$ cat src/rtl/key_event_arbiter.sv
// Latches key press pulses as pending, grants them round-robin into a small event FIFO,
// and presents key indices over valid/ready. Optional drop counter: define KEY_ARB_DROP_CNT_EN.
module key_event_arbiter #(
    parameter int N_KEYS = 4,
    parameter int DEPTH  = 4,
    localparam int CW    = (N_KEYS > 1) ? $clog2(N_KEYS) : 1
) (
    input  logic              clk,
    input  logic              rst,
    input  logic [N_KEYS-1:0] key_pulse,
    output logic              evt_valid,
    input  logic              evt_ready,
    output logic [CW-1:0]     evt_code,
    output logic              fifo_full,
    output logic [7:0]        drop_cnt
);

    localparam int AW = (DEPTH > 1) ? $clog2(DEPTH) : 1;
    localparam logic [AW:0]  DEPTH_C = (AW+1)'(DEPTH);
    localparam logic [CW:0]  NKEYS_C = (CW+1)'(N_KEYS);
    localparam logic [CW-1:0] LAST_KEY = CW'(N_KEYS - 1);

    // Pending latches and round-robin pointer
    logic [N_KEYS-1:0] pend_q, pend_d;
    logic [CW-1:0]     rr_ptr_q, rr_ptr_d;

    // Event FIFO state
    logic [CW-1:0]     fifo_mem [DEPTH];
    logic [AW-1:0]     wr_ptr_q, wr_ptr_d;
    logic [AW-1:0]     rd_ptr_q, rd_ptr_d;
    logic [AW:0]       count_q, count_d;

    // Arbiter results
    logic              gnt_valid;
    logic [CW-1:0]     gnt_idx;
    logic [CW:0]       scan_idx;
    logic [N_KEYS-1:0] gnt_oh;

    logic              push;
    logic              pop;

    // Search from rr_ptr upward with wrap; the registered count gates the grant so a
    // same-cycle pop never makes room for a push.
    always_comb begin
        gnt_valid = 1'b0;
        gnt_idx   = '0;
        scan_idx  = '0;
        if ((pend_q != '0) && (count_q < DEPTH_C)) begin
            for (int k = 0; k < N_KEYS; k++) begin
                scan_idx = {1'b0, rr_ptr_q} + (CW+1)'(k);
                if (scan_idx >= NKEYS_C) begin
                    scan_idx = scan_idx - NKEYS_C;
                end
                if (!gnt_valid && pend_q[scan_idx[CW-1:0]]) begin
                    gnt_valid = 1'b1;
                    gnt_idx   = scan_idx[CW-1:0];
                end
            end
        end
    end

    generate
        for (genvar gi = 0; gi < N_KEYS; gi++) begin : g_pend
            assign gnt_oh[gi] = gnt_valid && (gnt_idx == CW'(gi));
            // A fresh pulse re-arms the latch even when the old press is granted now.
            assign pend_d[gi] = (pend_q[gi] & ~gnt_oh[gi]) | key_pulse[gi];
        end
    endgenerate

    always_comb begin
        rr_ptr_d = rr_ptr_q;
        if (gnt_valid) begin
            rr_ptr_d = (gnt_idx == LAST_KEY) ? '0 : gnt_idx + 1'b1;
        end
    end

    assign push = gnt_valid;
    assign pop  = evt_valid && evt_ready;

    always_comb begin
        wr_ptr_d = push ? wr_ptr_q + 1'b1 : wr_ptr_q;
        rd_ptr_d = pop  ? rd_ptr_q + 1'b1 : rd_ptr_q;
        count_d  = count_q;
        case ({push, pop})
            2'b10:   count_d = count_q + 1'b1;
            2'b01:   count_d = count_q - 1'b1;
            default: count_d = count_q;
        endcase
    end

    always_ff @(posedge clk) begin
        if (rst) begin
            pend_q   <= '0;
            rr_ptr_q <= '0;
            wr_ptr_q <= '0;
            rd_ptr_q <= '0;
            count_q  <= '0;
        end else begin
            pend_q   <= pend_d;
            rr_ptr_q <= rr_ptr_d;
            wr_ptr_q <= wr_ptr_d;
            rd_ptr_q <= rd_ptr_d;
            count_q  <= count_d;
        end
    end

    always_ff @(posedge clk) begin
        if (push) begin
            fifo_mem[wr_ptr_q] <= gnt_idx;
        end
    end

    // Storage is never cleared, so the code is masked while the FIFO is empty.
    assign evt_valid = (count_q != '0);
    assign evt_code  = evt_valid ? fifo_mem[rd_ptr_q] : '0;
    assign fifo_full = (count_q == DEPTH_C);

`ifdef KEY_ARB_DROP_CNT_EN
    logic [N_KEYS-1:0] drop_vec;
    logic [15:0]       drop_sum;
    logic [15:0]       drop_tot;
    logic [7:0]        drop_cnt_q, drop_cnt_d;

    generate
        for (genvar gi = 0; gi < N_KEYS; gi++) begin : g_drop
            assign drop_vec[gi] = key_pulse[gi] & pend_q[gi] & ~gnt_oh[gi];
        end
    endgenerate

    always_comb begin
        drop_sum = '0;
        for (int k = 0; k < N_KEYS; k++) begin
            drop_sum = drop_sum + 16'(drop_vec[k]);
        end
        drop_tot   = {8'h00, drop_cnt_q} + drop_sum;
        drop_cnt_d = (drop_tot > 16'd255) ? 8'hFF : drop_tot[7:0];
    end

    always_ff @(posedge clk) begin
        if (rst) begin
            drop_cnt_q <= 8'h00;
        end else begin
            drop_cnt_q <= drop_cnt_d;
        end
    end

    assign drop_cnt = drop_cnt_q;
`else
    assign drop_cnt = 8'h00;
`endif

endmodule
$ cat config.mk
export PLATFORM = sky130hd
export DESIGN_NAME = key_event_arbiter
export DESIGN_NICKNAME = d
export VERILOG_FILES = /design/src/rtl/key_event_arbiter.sv
export SDC_FILE = /design/constraint.sdc
export NUM_CORES = 1
export LEC_CHECK = 0
export ABC_AREA = 0
export CAP_MARGIN = 10
export CORE_MARGIN = 4
export CORE_UTILIZATION = 25
export DETAILED_ROUTE_END_ITERATION = 16
export SLEW_MARGIN = 20
export SYNTH_ARGS = -nofsm -noshare
export SYNTH_HDL_FRONTEND = slang
export SYNTH_SLANG_ARGS = --single-unit
$ cat constraint.sdc
create_clock -name clk -period 6.1 [get_ports clk]
set_input_delay 0.915 -clock clk [delete_from_list [all_inputs] [get_ports clk]]
set_output_delay 0.915 -clock clk [all_outputs]
set_load 0.005 [all_outputs]
==> metrics.txt, run 1 <==
DRC viols=0; FMAX=375 MHz; Max H-tree Level=1; Wirelength per Cell=approximately 10 um; FILL cells=523; final hold violation count=0; Final #Nets=149; share of cells above drive strength 1=9.02%; Hold Path Cell Cnt=2; initial antenna violation count=0; highest ir drop seen on vdd=0.000180 V; clk sinks=23; CP startpoint kind=flip-flop; crit end category=primary output; power after layout=648 uW; final WL=2.10 mm; hold_buf cts=0; area leader, netlist=dfxtp_1; vias in the first global route=792; register area share after synthesis=42.4%; GP Congestion=0.746; Syn Inst Count=124; critical path fanouts, max=2; max-cap check violation count=0; DIE AREA=6300 um2; first-pass GRT wire length=3.62 mm; share of the synthesized area in the top cell type=23.6%; Pleak=0.551 nW; clock latency at the later pin of the worst-skew pair=260 ps; Die Span Y=79.4 um; row count=25; Final Skew=about 5.6 ps; relative slew slack=58.5%; final core area utilization=29.8%; Inserted Diodes=0; final setup violation count=0; Die X=roughly 79 um; TritonRoute pass-1 iters=4; max-slew violations=0; CP required=5180 ps; mean area per synthesized cell=between 10 and 15 um2; Port Buffer Count=10; core footprint=between 4000 and 5000 um2; global-route usage over all layers=just over 7%; Post-CTS Resized=0; flops & latches, synth=23; Via density=between 4 and 5; Post-CTS Setup Bufs=0; DR vias=808; Yosys warnings=0; WP data arrival=1750 ps; min Tclk post-route=~2700 ps; I/O pin count=19; reg2reg path depth=8; Reg2Reg Launch Point=pend_q[3]; post-route setup slack=3430 ps; clock transition at the registers of the reported paths=~80 ps; period utilization=43.7%; worst-margin pin slew=620 ps; CTS max path bufs=2; DRT iter0 DRCs=55; leading cell types by total area after synthesis=dfxtp_1, edfxtp_1, ha_1; global route overflow=0; Hold Startpoint=wr_ptr_q[1]; area growth from synthesis to layout=12.7%; critical path type=reg2out; Final ANT Viol Nets=0; Synth cell types=37; root buffer cell=clkbuf_8; hold endpoint=wr_ptr_q[1]; largest net degree at the start of global routing=15; Final TNS setup=0 ps; Inserted Clock Buffers=3; RR Endpoint=pend_q[3]; dpl ws=3250 ps; Netlist Area Pre-Place=1270 um2; pwr/cell area=452 nW/um2; Initial Util=between 20% and 30%; reg-to-reg setup timing slack=~3600 ps; RSZ-0062 raised after global routing=no; min-delay worst type=reg2reg; Post-DP HPWL=1.63 mm; CTS tree=done; status=complete, no violations
-- state kept, by name (all words and copies together) (netlist names), named ones only --
| name | flops |
|---|---|
| rd_ptr_q | 2 |
| rr_ptr_q | 2 |
| count_q | 3 |
| pend_q | 4 |
| fifo_mem | 8 |
| wr_ptr_q | 2 |
-- cell type report --
class	instances	area, um2	share of cell area [%]
multi-input combinational	88	634	44.2
sequential	23	541	37.7
timing repair buffer	10	100	6.97
tap	67	83.8	5.84
clock buffer	3	41.3	2.88
inverter	8	30.0	2.09
clock inverter	1	5.00	0.349
-- report_power, final --
part	internal, mW	total [mW]	leakage, nW	switching [mW]
registers	0.223	0.270	0.200	0.0467
clock network	0.0455	0.0902	0.0255	0.0448
logic	0.145	0.288	0.326	0.143
-- critical path, stage by stage, from the launching register on --
cell and delay, ps:
dfxtp_1 390, mux4_2 510, and2_1 170, clkdlybuf4s50_1 430
-- through the flow --
stage	hold WS [ps]	cells	cell area [um2]
finish	501	200	1440
global route	554	200	1440
CTS	504	200	1440
detailed placement	492	196	1390
global placement	488	196	1390
floorplan	469	131	1300
-- routing by layer --
layer	routed length [um]	vias up	GRT usage (%)
met3	106	2	1.69
li1	-	419	-
met5	0	-	0
met1	970	367	8.88
met4	13	0	2.06
met2	1010	20	12.7
-- logic make-up (layout without fill, tap and decap cells) --
| logic type | after synthesis | after routing | synth area share (%) |
|---|---|---|---|
| AO/OA/AOI/OAI | 17 | 17 | 11.7 |
| XOR/XNOR | 5 | 5 | 3.44 |
| adder cells (fa/ha/maj) | 8 | 8 | 8.45 |
| buffers and inverters | 20 | 22 | 9.82 |
| flip-flops | 23 | 23 | 42.4 |
| multiplexers | 2 | 2 | 3.54 |
| other | 1 | 8 | 0.294 |
| AND/OR/NAND/NOR | 48 | 48 | 20.3 |
-- worst max-delay path by stage --
stage	from	end	slack (ps)	cells after the start
final	flip-flop	evt_code[1]	3430	3
after global placement	evt_ready	count_q[2]	3300	8
after detailed placement	evt_ready	count_q[2]	3250	8
after floorplan	evt_ready	count_q[2]	3800	7
after global routing	pend_q[3]	pend_q[3]	3330	8
after CTS	flip-flop	evt_code[1]	3390	3
-- cell usage in the layout (no fill, tap or decap), types with 2 or more instances in the layout --
cell              n
ha_1              7
edfxtp_1          8
nand4bb_1         2
clkdlybuf4s50_1  10
and2_1            7
xor2_1            3
xnor2_1           2
nor2_1           19
or3_1             2
o21a_1            2
dfxtp_1          15
a21oi_1           7
mux4_2            2
conb_1            8
inv_1             8
nand2_1           7
nand2b_1          4
clkbuf_8          3
-- synthesized netlist by cell type --
master     instances
dfxtp_1           15
a21oi_2            1
buf_2              1
clkbuf_1           1
and3b_1            1
edfxtp_1           8
conb_1             1
and2_1             7
xor2_1             3
nand2_1            7
a21boi_1           1
nor3b_1            1
or3_1              2
o41ai_2            1
nand3b_1           1
nor2b_4            1
buf_8              1
o311ai_4           1
o21ai_0            1
o311ai_1           1
buf_6              1
o41a_1             1
ha_1               7
buf_4              8
and2_4             1
inv_1              8
nand2b_1           4
nor3_1             1
a2111oi_2          1
nor2_1            19
a21oi_1            7
nand4bb_1          2
xnor2_1            2
fa_1               1
and3_1             1
o21a_1             2
mux4_2             2
Note: power is estimated with default switching activity, not from simulation.
==> run 2, diff against run 1 <==
Clock period 6.1 ns to 2.19 ns, I/O delays scaled along.
==> metrics.txt, run 2 (synthesis gave the netlist of run 1 again) <==
status=complete, no violations; I/O pin count=19; commonest non-fill, non-tap cells in the layout=nor2_1, dfxtp_1, clkdlybuf4s50_1; max-slew violations=0; Initial Util=26.4%; root buffer cell=clkbuf_8; Inserted Clock Buffers=3; RSZ-0062 raised after global routing=no; Wirelength per Cell=9.27 um; global route overflow=0; min Tclk post-route=2050 ps; final setup violation count=0; RR Endpoint=count_q[2]; area growth from synthesis to layout=17.4%; initial antenna violation count=0; pwr/cell area=~1200 nW/um2; share of cells above drive strength 1=14.2%; multi-input logic area=634 um2; max FFs per register=8; max-cap check violation count=0; core footprint=4820 um2; FMAX=slightly below 500 MHz; Die X=slightly below 80 um; Port Buffer Count=10; vias in the first global route=764; Final Skew=about 1.5 ps; Reg2Reg Launch Point=pend_q[3]; highest ir drop seen on vdd=around 0.00044 V; final hold violation count=0; clock latency at the later pin of the worst-skew pair=260 ps; slowest CP cell=mux4_2; dpl ws=-46.6 ps; largest registers=fifo_mem: 8 flops, pend_q: 4 flops, count_q: 3 flops; Final ANT Viol Nets=0; Via density=3.98; largest net degree at the start of global routing=15; DRC viols=0; min-delay worst type=reg2reg; Die Span Y=about 79 um; relative slew slack=64.3%; first-pass GRT wire length=3.44 mm; reg-to-reg setup timing slack=about 150 ps; Final TNS setup=0 ps; row count=25; clk sinks=23; Pleak=0.592 nW; DRT iter0 DRCs=17; FF/Latch Area=between 500 and 600 um2; Max stage delay on crit path=490 ps; post-route setup slack=140 ps; Final #Nets=157; Post-DP HPWL=1.54 mm; CP startpoint kind=flip-flop; period utilization=between 90% and 100%; clock transition at the registers of the reported paths=70 ps; final WL=1.93 mm; Inserted Diodes=0; reg2reg path depth=9; crit path capture=evt_code[1]; TritonRoute pass-1 iters=4; CP required=1860 ps; CTS tree=done; hold_buf cts=0; leading cell type in the layout, fill and taps excluded=nor2_1; WP data arrival=roughly 1700 ps; Post-CTS Setup Bufs=0; Max H-tree Level=1; critical path fanouts, max=2; DIE AREA=6300 um2; crit end category=primary output; worst-margin pin slew=534 ps; DR vias=just over 800; critical path type=reg2out; Largest Register=fifo_mem; GP Congestion=0.811; global-route usage over all layers=under 10%; Cell Chain, Critical Path=mux4_2 -> and2_1 -> clkdlybuf4s50_1; Post-CTS Resized=0; FILL cells=503; CTS max path bufs=2
==> run 2: how the worst min path moves through the flow <==
stage                      startpoint          end  slack (ps)  depth (start not counted)
final                     wr_ptr_q[1]  wr_ptr_q[1]         500                          2
after global routing      wr_ptr_q[1]  wr_ptr_q[1]         550                          2
after CTS                 wr_ptr_q[1]  wr_ptr_q[1]         500                          2
after detailed placement  wr_ptr_q[1]  wr_ptr_q[1]         490                          2
after global placement    wr_ptr_q[1]  wr_ptr_q[1]         490                          2
after floorplan                   rst  rr_ptr_q[0]         400                          1
==> run 2: final cells by class <==
type,instances,share of cell area (%)
inverters,8,2.01
repair buffers,18,10.7
well taps,67,5.61
clock inverters,1,0.335
multi-input cells,88,42.4
clock buffers,3,2.76
flip-flops and latches,23,36.2
==> run 2: power breakdown <==
part | leakage, nW | switching (mW) | total [mW] | internal [mW]
sequential | 0.200 | 0.0951 | 0.716 | 0.621
clock | 0.0255 | 0.123 | 0.250 | 0.127
combinational | 0.367 | 0.427 | 0.885 | 0.457
==> run 2: critical path, delay by kind of cell (launching register included) <==
| family | cells | cell delay (ps) |
|---|---|---|
| buffers and inverters | 1 | 430 |
| flip-flops | 1 | 380 |
| multiplexers | 1 | 490 |
| AND/OR/NAND/NOR | 1 | 160 |
==> run 2: metrics by stage <==
step / utilization, % / power (mW) / cell area, um2 / std cells / hold slack (ps)
6_report: 31.0 / 1.85 / 1500 / 208 / 500
3_5_place_dp: 30.1 / 1.62 / 1450 / 204 / 492
4_1_cts: 31.0 / 1.88 / 1500 / 208 / 504
2_1_floorplan: - / 1.35 / 1300 / 131 / 397
5_1_grt: 31.0 / 2.04 / 1500 / 208 / 549
3_3_place_gp: 30.1 / 1.63 / 1450 / 204 / 489
==> run 2: layer usage <==
layer	routed length [um]	global-route usage, %	vias up
li1	-	-	434
met1	890	8.27	372
met2	937	11.7	22
met3	100	2.71	0
met4	0	1.55	0
met5	0	0	-
==> run 3, diff against run 2 <==
Settings changed: DONT_BUFFER_PORTS set to 1.
Clock period 2.19 ns to 2.1 ns, I/O delays scaled along.
==> metrics.txt, run 3 (synthesis gave the netlist of run 1 again) <==
DR vias=796; commonest non-fill, non-tap cells in the layout=nor2_1, dfxtp_1; status=complete, no violations; core footprint=4820 um2; Wirelength per Cell=10.9 um; CTS tree=done; row count=25; CTS max path bufs=2; Inserted Diodes=0; WP data arrival=2160 ps; RR Endpoint=count_q[2]; RSZ-0062 raised after global routing=no; Port Buffer Count=0; Via density=4.02; crit end category=flip-flop; FMAX=508 MHz; final WL=2.16 mm; DR top layer=met4; initial antenna violation count=0; CP required=roughly 2300 ps; CP startpoint kind=flip-flop; pwr/cell area=1340 nW/um2; final hold violation count=0; Reg2Reg Launch Point=count_q[0]; Hold Path Cell Cnt=1; WL met2=1.04 mm; reg2reg path depth=8; max FFs per register=8; TritonRoute pass-1 iters=4; DRC viols=0; Hold Startpoint=rst; hold endpoint=count_q[2]; vias in the first global route=between 700 and 800; highest ir drop seen on vdd=0.000527 V; final setup violation count=0; Max H-tree Level=1; hold_buf cts=0; period utilization=93.8%; max-cap check violation count=0; root buffer cell=clkbuf_8; Inserted Clock Buffers=3; reg-to-reg setup timing slack=roughly 130 ps; met1 wire length=957 um; area growth from synthesis to layout=10.0%; Largest Register=fifo_mem; Final TNS setup=0 ps; first-pass GRT wire length=~3.7 mm; Max stage delay on crit path=370 ps; largest net degree at the start of global routing=15; share of cells above drive strength 1=17.6%; Post-DP HPWL=1.69 mm; leading cell type in the layout, fill and taps excluded=nor2_1; GP Congestion=0.741; clk sinks=23; largest registers=fifo_mem: 8 flops, pend_q: 4 flops, count_q: 3 flops; min-delay worst type=in2reg; Post-CTS Setup Bufs=0; FILL cells=about 510; critical path's top delay family=simple AND/OR/NAND/NOR gates; clock transition at the registers of the reported paths=around 80 ps; Final Skew=1.88 ps; clock latency at the later pin of the worst-skew pair=~260 ps; CP Buf/Inv Count=1; cell repeated most along the worst path=or3_1; Final #Nets=147; max-slew violations=0; DIE AREA=roughly 6300 um2; Pleak=0.552 nW; global-route usage over all layers=7.60%; Cell Chain, Critical Path=or3_1 -> and2_1 -> ha_2 -> inv_1 -> fa_1 -> xor2_1 -> or3_1 -> a21oi_1; Final ANT Viol Nets=0; Final Instance Area=1400 um2; Routed met3 length=142 um; critical path type=reg2reg; Hold WS=106 ps; slowest CP cell=fa_1; Initial Util=about a quarter; min Tclk post-route=just under 2000 ps; Die Span Y=79.4 um; global route overflow=0; placed inst area=1350 um2; critical path fanouts, max=3; Die X=79.4 um; DRT iter0 DRCs=64; I/O pin count=19
==> run 3: cell types whose count changed in the layout (fill, tap and decap cells not counted) <==
cell             change
ha_2                 +1
nor2_1               -1
nor2_2               +1
dfxtp_2              +1
ha_1                 -1
clkdlybuf4s50_1     -10
dfxtp_1              -1
==> run 3: through the flow <==
step	std cells	setup WS [ps]	utilization, %	total power [mW]
2_1_floorplan	131	1.03	-	1.41
3_3_place_gp	194	178	28.1	1.61
3_5_place_dp	194	130	28.1	1.63
4_1_cts	198	101	29.0	1.90
5_1_grt	198	7.02	29.1	2.07
6_report	198	131	29.1	1.88
==> run 3: worst reg2reg max path, delay by kind of cell (launching register included) <==
family                     cells  cell delay (ps)
adders and majority gates      2              580
buffers and inverters          1               50
DFF                            1              360
xor gates and xnor gates       1              150
AOI/OAI and AO/OA              1              140
and+or+nand+nor                3              620
==> run 3: worst max path at each step <==
stage,startpoint,endpoint,slack (ps),cells after the start
after global routing,count_q[0],count_q[2],7,8
after CTS,count_q[2],count_q[2],100,8
after global placement,count_q[0],count_q[2],180,8
after floorplan,pend_q[0],count_q[2],1,11
final,count_q[0],count_q[2],130,8
after detailed placement,count_q[2],count_q[2],130,8
==> run 3: routing by layer <==
metal	track usage, %	up-vias
li1	-	413
met1	9.08	363
met2	12.6	17
met3	3.05	3
met4	2.06	0
met5	0	-
==> run 3: power by group <==
part	internal, mW	switching [mW]	leakage [nW]
clock network	0.132	0.137	0.0255
registers	0.649	0.107	0.200
logic	0.409	0.444	0.326
total	1.19	0.688	0.552
==> run 3: area by class of cell <==
cell class	instances	area, um2	area share (%)
Multi-Input combinational cell	88	639	45.6
Sequential cell	23	542	38.7
Timing Repair Buffer	8	60.1	4.29
Clock inverter	1	5.00	0.357
Tap cell	67	83.8	5.98
Clock buffer	3	41.3	2.95
Inverter	8	30.0	2.14
==> run 3: timing repair <==
item / 4_1_cts / 5_1_grt
resized for setup: 0 / 2
endpoints found under the setup margin: 0 / 1
hold endpoints to repair: 0 / 0
